<file path="src/rtl/div_seq.sv">
// Sequential restoring divider: one quotient bit per cycle over the low OP_W operand bits,
// with RISC-V DIV/DIVU/REM/REMU corner cases (divide by zero, signed overflow) on a 2-cycle fast path.
module div_seq #(
    parameter int OP_W = 16
) (
    input  logic        clk,
    input  logic        reset,
    input  logic        start,
    input  logic        is_signed,
    input  logic [31:0] read_a,
    input  logic [31:0] read_x,
    output logic        busy,
    output logic        done,
    output logic [31:0] quotient,
    output logic [31:0] remainder
);

    localparam int CNT_W = $clog2(OP_W + 1);
    localparam logic [1:0] S_IDLE = 2'd0;
    localparam logic [1:0] S_CALC = 2'd1;
    localparam logic [1:0] S_FIX  = 2'd2;
    localparam logic [1:0] S_DONE = 2'd3;
    localparam logic [OP_W-1:0]  MOST_NEG = {1'b1, {(OP_W-1){1'b0}}};
    localparam logic [CNT_W-1:0] CNT_INIT = CNT_W'(OP_W);

    logic [1:0]      state_q, state_d;
    logic [CNT_W-1:0] cnt_q, cnt_d;
    logic [OP_W-1:0] div_q, div_d;
    logic [OP_W-1:0] rem_q, rem_d;
    logic [OP_W-1:0] xmag_q, xmag_d;
    logic            signed_q, signed_d;
    logic            neg_quo_q, neg_quo_d;
    logic            neg_rem_q, neg_rem_d;
    logic            busy_q, busy_d;
    logic            done_q, done_d;
    logic [31:0]     quo_out_q, quo_out_d;
    logic [31:0]     rem_out_q, rem_out_d;

    logic [OP_W-1:0] a_in, x_in, a_mag, x_mag, q_val, r_val;
    logic [OP_W:0]   partial, trial;
    logic            fast;

    // Upper operand bits are deliberately ignored by the datapath.
    logic unused_hi;
    assign unused_hi = ^{read_a, read_x};

    function automatic logic [31:0] extend(input logic [OP_W-1:0] v, input logic sx);
        logic [31:0] e;
        e = {32{sx & v[OP_W-1]}};
        e[OP_W-1:0] = v;
        return e;
    endfunction

    always_comb begin
        state_d   = state_q;
        cnt_d     = cnt_q;
        div_d     = div_q;
        rem_d     = rem_q;
        xmag_d    = xmag_q;
        signed_d  = signed_q;
        neg_quo_d = neg_quo_q;
        neg_rem_d = neg_rem_q;
        busy_d    = busy_q;
        done_d    = 1'b0;
        quo_out_d = quo_out_q;
        rem_out_d = rem_out_q;

        a_in  = read_a[OP_W-1:0];
        x_in  = read_x[OP_W-1:0];
        a_mag = (is_signed && a_in[OP_W-1]) ? -a_in : a_in;
        x_mag = (is_signed && x_in[OP_W-1]) ? -x_in : x_in;
        fast  = (x_in == '0) || (is_signed && a_in == MOST_NEG && x_in == '1);

        // div_q doubles as the dividend shift register and the quotient accumulator.
        partial = {rem_q, div_q[OP_W-1]};
        trial   = partial - {1'b0, xmag_q};
        q_val   = neg_quo_q ? -div_q : div_q;
        r_val   = neg_rem_q ? -rem_q : rem_q;

        case (state_q)
            S_IDLE: begin
                if (start) begin
                    signed_d  = is_signed;
                    neg_quo_d = is_signed & (a_in[OP_W-1] ^ x_in[OP_W-1]);
                    neg_rem_d = is_signed & a_in[OP_W-1];
                    xmag_d    = x_mag;
                    rem_d     = '0;
                    cnt_d     = CNT_INIT;
                    busy_d    = 1'b1;
                    // The fast path keeps the raw dividend; both corner results derive from it.
                    div_d     = fast ? a_in : a_mag;
                    state_d   = fast ? S_DONE : S_CALC;
                end
            end
            S_CALC: begin
                rem_d   = trial[OP_W] ? partial[OP_W-1:0] : trial[OP_W-1:0];
                div_d   = {div_q[OP_W-2:0], ~trial[OP_W]};
                cnt_d   = cnt_q - 1'b1;
                if (cnt_q == CNT_W'(1)) begin
                    state_d = S_FIX;
                end
            end
            S_FIX: begin
                quo_out_d = extend(q_val, signed_q);
                rem_out_d = extend(r_val, signed_q);
                done_d    = 1'b1;
                busy_d    = 1'b0;
                state_d   = S_IDLE;
            end
            S_DONE: begin
                if (xmag_q == '0) begin
                    quo_out_d = '1;
                    rem_out_d = extend(div_q, signed_q);
                end else begin
                    quo_out_d = extend(div_q, 1'b1);
                    rem_out_d = '0;
                end
                done_d  = 1'b1;
                busy_d  = 1'b0;
                state_d = S_IDLE;
            end
            default: state_d = S_IDLE;
        endcase
    end

    always_ff @(posedge clk) begin
        if (!reset) begin
            state_q   <= S_IDLE;
            cnt_q     <= '0;
            div_q     <= '0;
            rem_q     <= '0;
            xmag_q    <= '0;
            signed_q  <= 1'b0;
            neg_quo_q <= 1'b0;
            neg_rem_q <= 1'b0;
            busy_q    <= 1'b0;
            done_q    <= 1'b0;
            quo_out_q <= '0;
            rem_out_q <= '0;
        end else begin
            state_q   <= state_d;
            cnt_q     <= cnt_d;
            div_q     <= div_d;
            rem_q     <= rem_d;
            xmag_q    <= xmag_d;
            signed_q  <= signed_d;
            neg_quo_q <= neg_quo_d;
            neg_rem_q <= neg_rem_d;
            busy_q    <= busy_d;
            done_q    <= done_d;
            quo_out_q <= quo_out_d;
            rem_out_q <= rem_out_d;
        end
    end

    assign busy      = busy_q;
    assign done      = done_q;
    assign quotient  = quo_out_q;
    assign remainder = rem_out_q;

endmodule

</file>
<file path="config.mk">
export PLATFORM = sky130hd
export DESIGN_NAME = div_seq
export DESIGN_NICKNAME = d
export VERILOG_FILES = /design/src/rtl/div_seq.sv
export SDC_FILE = /design/constraint.sdc
export NUM_CORES = 1
export LEC_CHECK = 0
export CORE_MARGIN = 4
export CORE_UTILIZATION = 40
export CTS_CLUSTER_SIZE = 20
export DETAILED_ROUTE_END_ITERATION = 7
export PLACE_DENSITY_LB_ADDON = 0.2
export SLEW_MARGIN = 20
export SYNTH_ARGS = -nofsm -noshare
export SYNTH_HDL_FRONTEND = slang
export SYNTH_SLANG_ARGS = --single-unit
</file>
<file path="constraint.sdc">
create_clock -name clk -period 3.15 [get_ports clk]
set_clock_uncertainty 0.1 [all_clocks]
set_input_delay 0.7875 -clock clk [delete_from_list [all_inputs] [get_ports clk]]
set_output_delay 0.7875 -clock clk [all_outputs]
set_load 0.01 [all_outputs]
</file>
==> Implementation_results.wiki <==
{| class="wikitable"
! Metric !! Value
|-
| Run status || finished, final reports clean
|-
| Data required time of the worst path || 3.27 ns
|-
| Synthesized net count || slightly below 900
|-
| Total wire length || around 17 mm
|-
| Post-Syn Area || 0.00612 sq mm
|-
| First-pass GRT wire length || 27.4 mm
|-
| Worst setup SP type || primary input
|-
| Start-to-end type of the worst setup path || primary input to flop
|-
| Share of synthesized area occupied by flip-flops and latches || 30.7%
|-
| Tmin final || 3.03 ns
|-
| Number of setup violations in the final report || 0
|-
| Count of TritonRoute iterations in the first routing pass || 4
|-
| Worst Path Arrival || 3.15 ns
|-
| Setup WS post-layout || 0.121 ns
|-
| Overflow left after global routing || 0
|-
| Post-DR vias/cell || 5.51
|-
| Post-synthesis async set-or-reset flop share || 0%
|-
| Die boundary height || 132 microns
|-
| Die Outline Area || 0.0173 sq mm
|-
| Post-route setup TNS || 0 ns
|-
| Number of synthesis warnings || 0
|-
| Number of endpoints with negative hold slack in the final report || 0
|-
| Largest fanout on the critical path || 5
|-
| Slew HR || between 60 and 70%
|-
| Floorplan die width || ~130 microns
|-
| Synthesized instance count || 787
|-
| Final critical-path share of the clock period || 96.1%
|-
| Min-Delay Path Class || flop to flop
|-
| Area growth, synth to finish || 24.5%
|-
| Number of core rows || 44
|-
| Maximum achievable frequency || 330 MHz
|-
| Total placed cells including tap cells || 1035
|-
| Maximum clock path buffer count || 2
|-
| Share of the synthesized area in the top cell type || 30.7%
|-
| Grt met3 use || under 10%
|-
| Post-synthesis average cell area || between 7 and 8 sq um
|-
| Largest vdd supply drop || 0.296 mV
|-
| Number of global-route vias before repair || ~5300
|-
| Critical Path Slowest Stage Cell || sky130_fd_sc_hd__or4_4
|-
| Worst skew pair latency || 0.35 ns
|-
| Yosys reg bits || 94
|-
| Power density relative to cell area || 479 mW/mm^2
|-
| Hold Buf Count CTS || 0
|-
| DRC violation count after routing || 0
|-
| Inserted Clock Buffers || 9
|-
| Global Route met2 Usage || 30.0%
|-
| Number of flops mapped to enable cells by yosys || 0
|-
| H-tree depth || 3
|-
| Total clock sinks || 94
|-
| Number of pins with negative max-slew slack in the final report || 0
|-
| Worst slack, placed || -0.376 ns
|-
| TritonCTS clock tree || yes
|-
| CP bufs+invs || 1
|-
| Routed length per placed instance || 16.1 microns
|-
| Quantity of I/O buffers inserted on ports || 101
|-
| RSZ-0062 raised after global routing || no
|-
| Launch point of the critical path || read_x[5]
|-
| Number of inserted diodes || 0
|-
| Count of boundary I/O pins || 134
|-
| Filler-free cell count of the finished design || about 1100
|-
| Total via count after detailed routing || 5790
|-
| Reg2Reg Launch Point || rem_q[0]$_SDFFE_PN0P_
|-
| DRT iter0 DRCs || slightly below 400
|-
| Capturing element type of the critical path || flop
|-
| Cell chosen for the clock root || sky130_fd_sc_hd__clkbuf_16
|-
| Initial Utilization || 41.5%
|-
| Static Leak || 2.90 nW
|-
| Maximum number of pins on one net before global-route repair || 43
|-
| Top cell types by occurrence after synthesis || sky130_fd_sc_hd__dfxtp_1, sky130_fd_sc_hd__nor2_1, sky130_fd_sc_hd__nand2_1, sky130_fd_sc_hd__a21oi_1, sky130_fd_sc_hd__o21ai_0
|-
| GPL Wtd Cong || 0.910
|-
| Top post-synthesis cells by area || sky130_fd_sc_hd__dfxtp_1, sky130_fd_sc_hd__a21oi_1, sky130_fd_sc_hd__mux2i_1, sky130_fd_sc_hd__nor2_1, sky130_fd_sc_hd__nand2_1
|-
| Placed wire-length estimate || 13.0 mm
|-
| Antenna-violating nets left || 0
|-
| CTS clock-pin slew for the worst setup and hold paths || approximately 0.07 ns
|-
| Number of antenna violations at the first check in global routing || 0
|-
| Cell-by-cell listing of the critical path || clkdlybuf4s50_1 > or4_4 > or3_4 > o41a_1 > and2_4 > o31ai_4 > xor2_1 > o22ai_1
|-
| Max stage delay on crit path || 0.55 ns
|-
| Post-CTS Repair Setup Buffers || 0
|-
| Synth area leader || sky130_fd_sc_hd__dfxtp_1
|-
| Top cell family by delay on the critical path || simple AND/OR/NAND/NOR gates
|-
| Launch instance of the worst min-delay path || quotient[15]$_SDFFE_PN0N_
|-
| Overall track demand over capacity in global routing || a little under a fifth
|-
| Total of max-cap violations || 0
|-
| Worst Tran Pin Value || 0.578 ns
|-
| Layout cell share with drive strength beyond 1 || 8.19%
|-
| Most crowded layer after global routing || met2
|-
| M1 GR Usage || roughly a quarter
|-
| Main flop type after synthesis || sky130_fd_sc_hd__dfxtp_1
|-
| Fill cell count || 1400
|-
| Unique masters post-synth || 58
|-
| Number of nets at the end of the flow || 955
|-
| Most repeated cell in the gate-level netlist after synthesis || sky130_fd_sc_hd__dfxtp_1
|-
| Core area || 0.0148 sq mm
|}
[metrics by stage]
| stage | power [mW] | hold slack [ns] | area, sq um | utilization (%) |
|---|---|---|---|---|
| floorplan | 2.13 | 0.325 | 6120 | - |
| global placement | 2.49 | 0.342 | 7270 | 49.3 |
| detailed placement | 2.51 | 0.341 | 7270 | 49.3 |
| CTS | 3.66 | 0.356 | 7590 | 51.5 |
| global route | 3.85 | 0.376 | 7620 | 51.7 |
| finish | 3.65 | 0.356 | 7620 | 51.7 |
[where the power goes]
group	leakage [nW]	internal (mW)	switching, mW
clock network	0.145	0.694	0.457
logic	1.99	0.487	0.588
registers	0.769	1.29	0.140
total	2.90	2.47	1.18
[kinds of logic (layout without fill, tap and decap cells)]
logic type               count (synthesis)  after routing  synth area share [%]
AND/OR/NAND/NOR                        250            251                  19.1
flip-flops                              94             94                  30.7
adder cells (fa/ha/maj)                 24             24                  5.03
buffers and inverters                  109            188                  8.73
multiplexers                            32             32                  5.23
XOR/XNOR                                56             56                  8.01
AO/OA/AOI/OAI                          222            222                  23.1
[worst paths after layout]
check	end	slack, ns	depth (start not counted)
max	div_q[5]$_SDFFE_PN0P_	0.12	8
min	quotient[15]$_SDFFE_PN0N_	0.36	1
max reg2reg	rem_q[8]$_SDFFE_PN0P_	0.37	10
min reg2reg	quotient[15]$_SDFFE_PN0N_	0.36	1
[routing by layer]
metal	vias up	routed length, microns	share of wire [%]
met5	-	0	0
met4	0	300	1.8
met3	19	1040	6.1
met2	197	7570	45
met1	2649	8010	47
li1	2925	-	-
[sequential cells by signal, indices dropped and copies added, names as in the netlist, 2 cells and up]
register / flops
cnt_q: 5
xmag_q: 16
state_q: 2
rem_q: 16
quotient: 17
div_q: 16
remainder: 17
[worst reg2reg max path, delay by kind of cell (launching register included)]
family,cells,cell delay [ns]
fa+ha+maj,1,0.43
flops,1,0.43
compound gates,4,0.76
xor+xnor,1,0.19
buf+inv,2,0.33
mux,1,0.21
simple gates,1,0.20
[repair_timing]
action / in CTS / in global routing
pin swaps: 2 / 11
gates cloned: 1 / 0
gates resized for setup: 0 / 8
setup endpoints to repair: 3 / 16
[area by class of cell]
class	count	area (sq um)	share of cell area (%)
Multi-Input combinational cell	585	3750	49.2
Tap cell	184	230	3.02
Inverter	37	139	1.82
Clock inverter	5	83.8	1.10
Clock buffer	10	229	3.00
Timing Repair Buffer	136	1300	17.1
Sequential cell	94	1880	24.7
[placed cells by master, fill, tap and decap left out, types with 7 or more instances in the layout]
| cell type | n |
|---|---|
| sky130_fd_sc_hd__o31ai_1 | 9 |
| sky130_fd_sc_hd__or3_1 | 8 |
| sky130_fd_sc_hd__xnor2_1 | 31 |
| sky130_fd_sc_hd__nand4_1 | 8 |
| sky130_fd_sc_hd__nor2_1 | 79 |
| sky130_fd_sc_hd__ha_1 | 22 |
| sky130_fd_sc_hd__xor2_1 | 24 |
| sky130_fd_sc_hd__a21oi_1 | 74 |
| sky130_fd_sc_hd__mux2i_1 | 32 |
| sky130_fd_sc_hd__clkdlybuf4s50_1 | 99 |
| sky130_fd_sc_hd__nand2_1 | 78 |
| sky130_fd_sc_hd__dfxtp_1 | 93 |
| sky130_fd_sc_hd__clkbuf_16 | 9 |
| sky130_fd_sc_hd__o21ai_0 | 52 |
| sky130_fd_sc_hd__o221ai_1 | 11 |
| sky130_fd_sc_hd__buf_4 | 33 |
| sky130_fd_sc_hd__inv_1 | 36 |
| sky130_fd_sc_hd__a22oi_1 | 14 |
| sky130_fd_sc_hd__nand2b_1 | 11 |
| sky130_fd_sc_hd__nor3_1 | 23 |
| sky130_fd_sc_hd__o21ai_1 | 7 |
| sky130_fd_sc_hd__a211oi_1 | 7 |
| sky130_fd_sc_hd__o211ai_1 | 7 |
| sky130_fd_sc_hd__nand3_1 | 9 |
(Power assumes the default switching activity.)
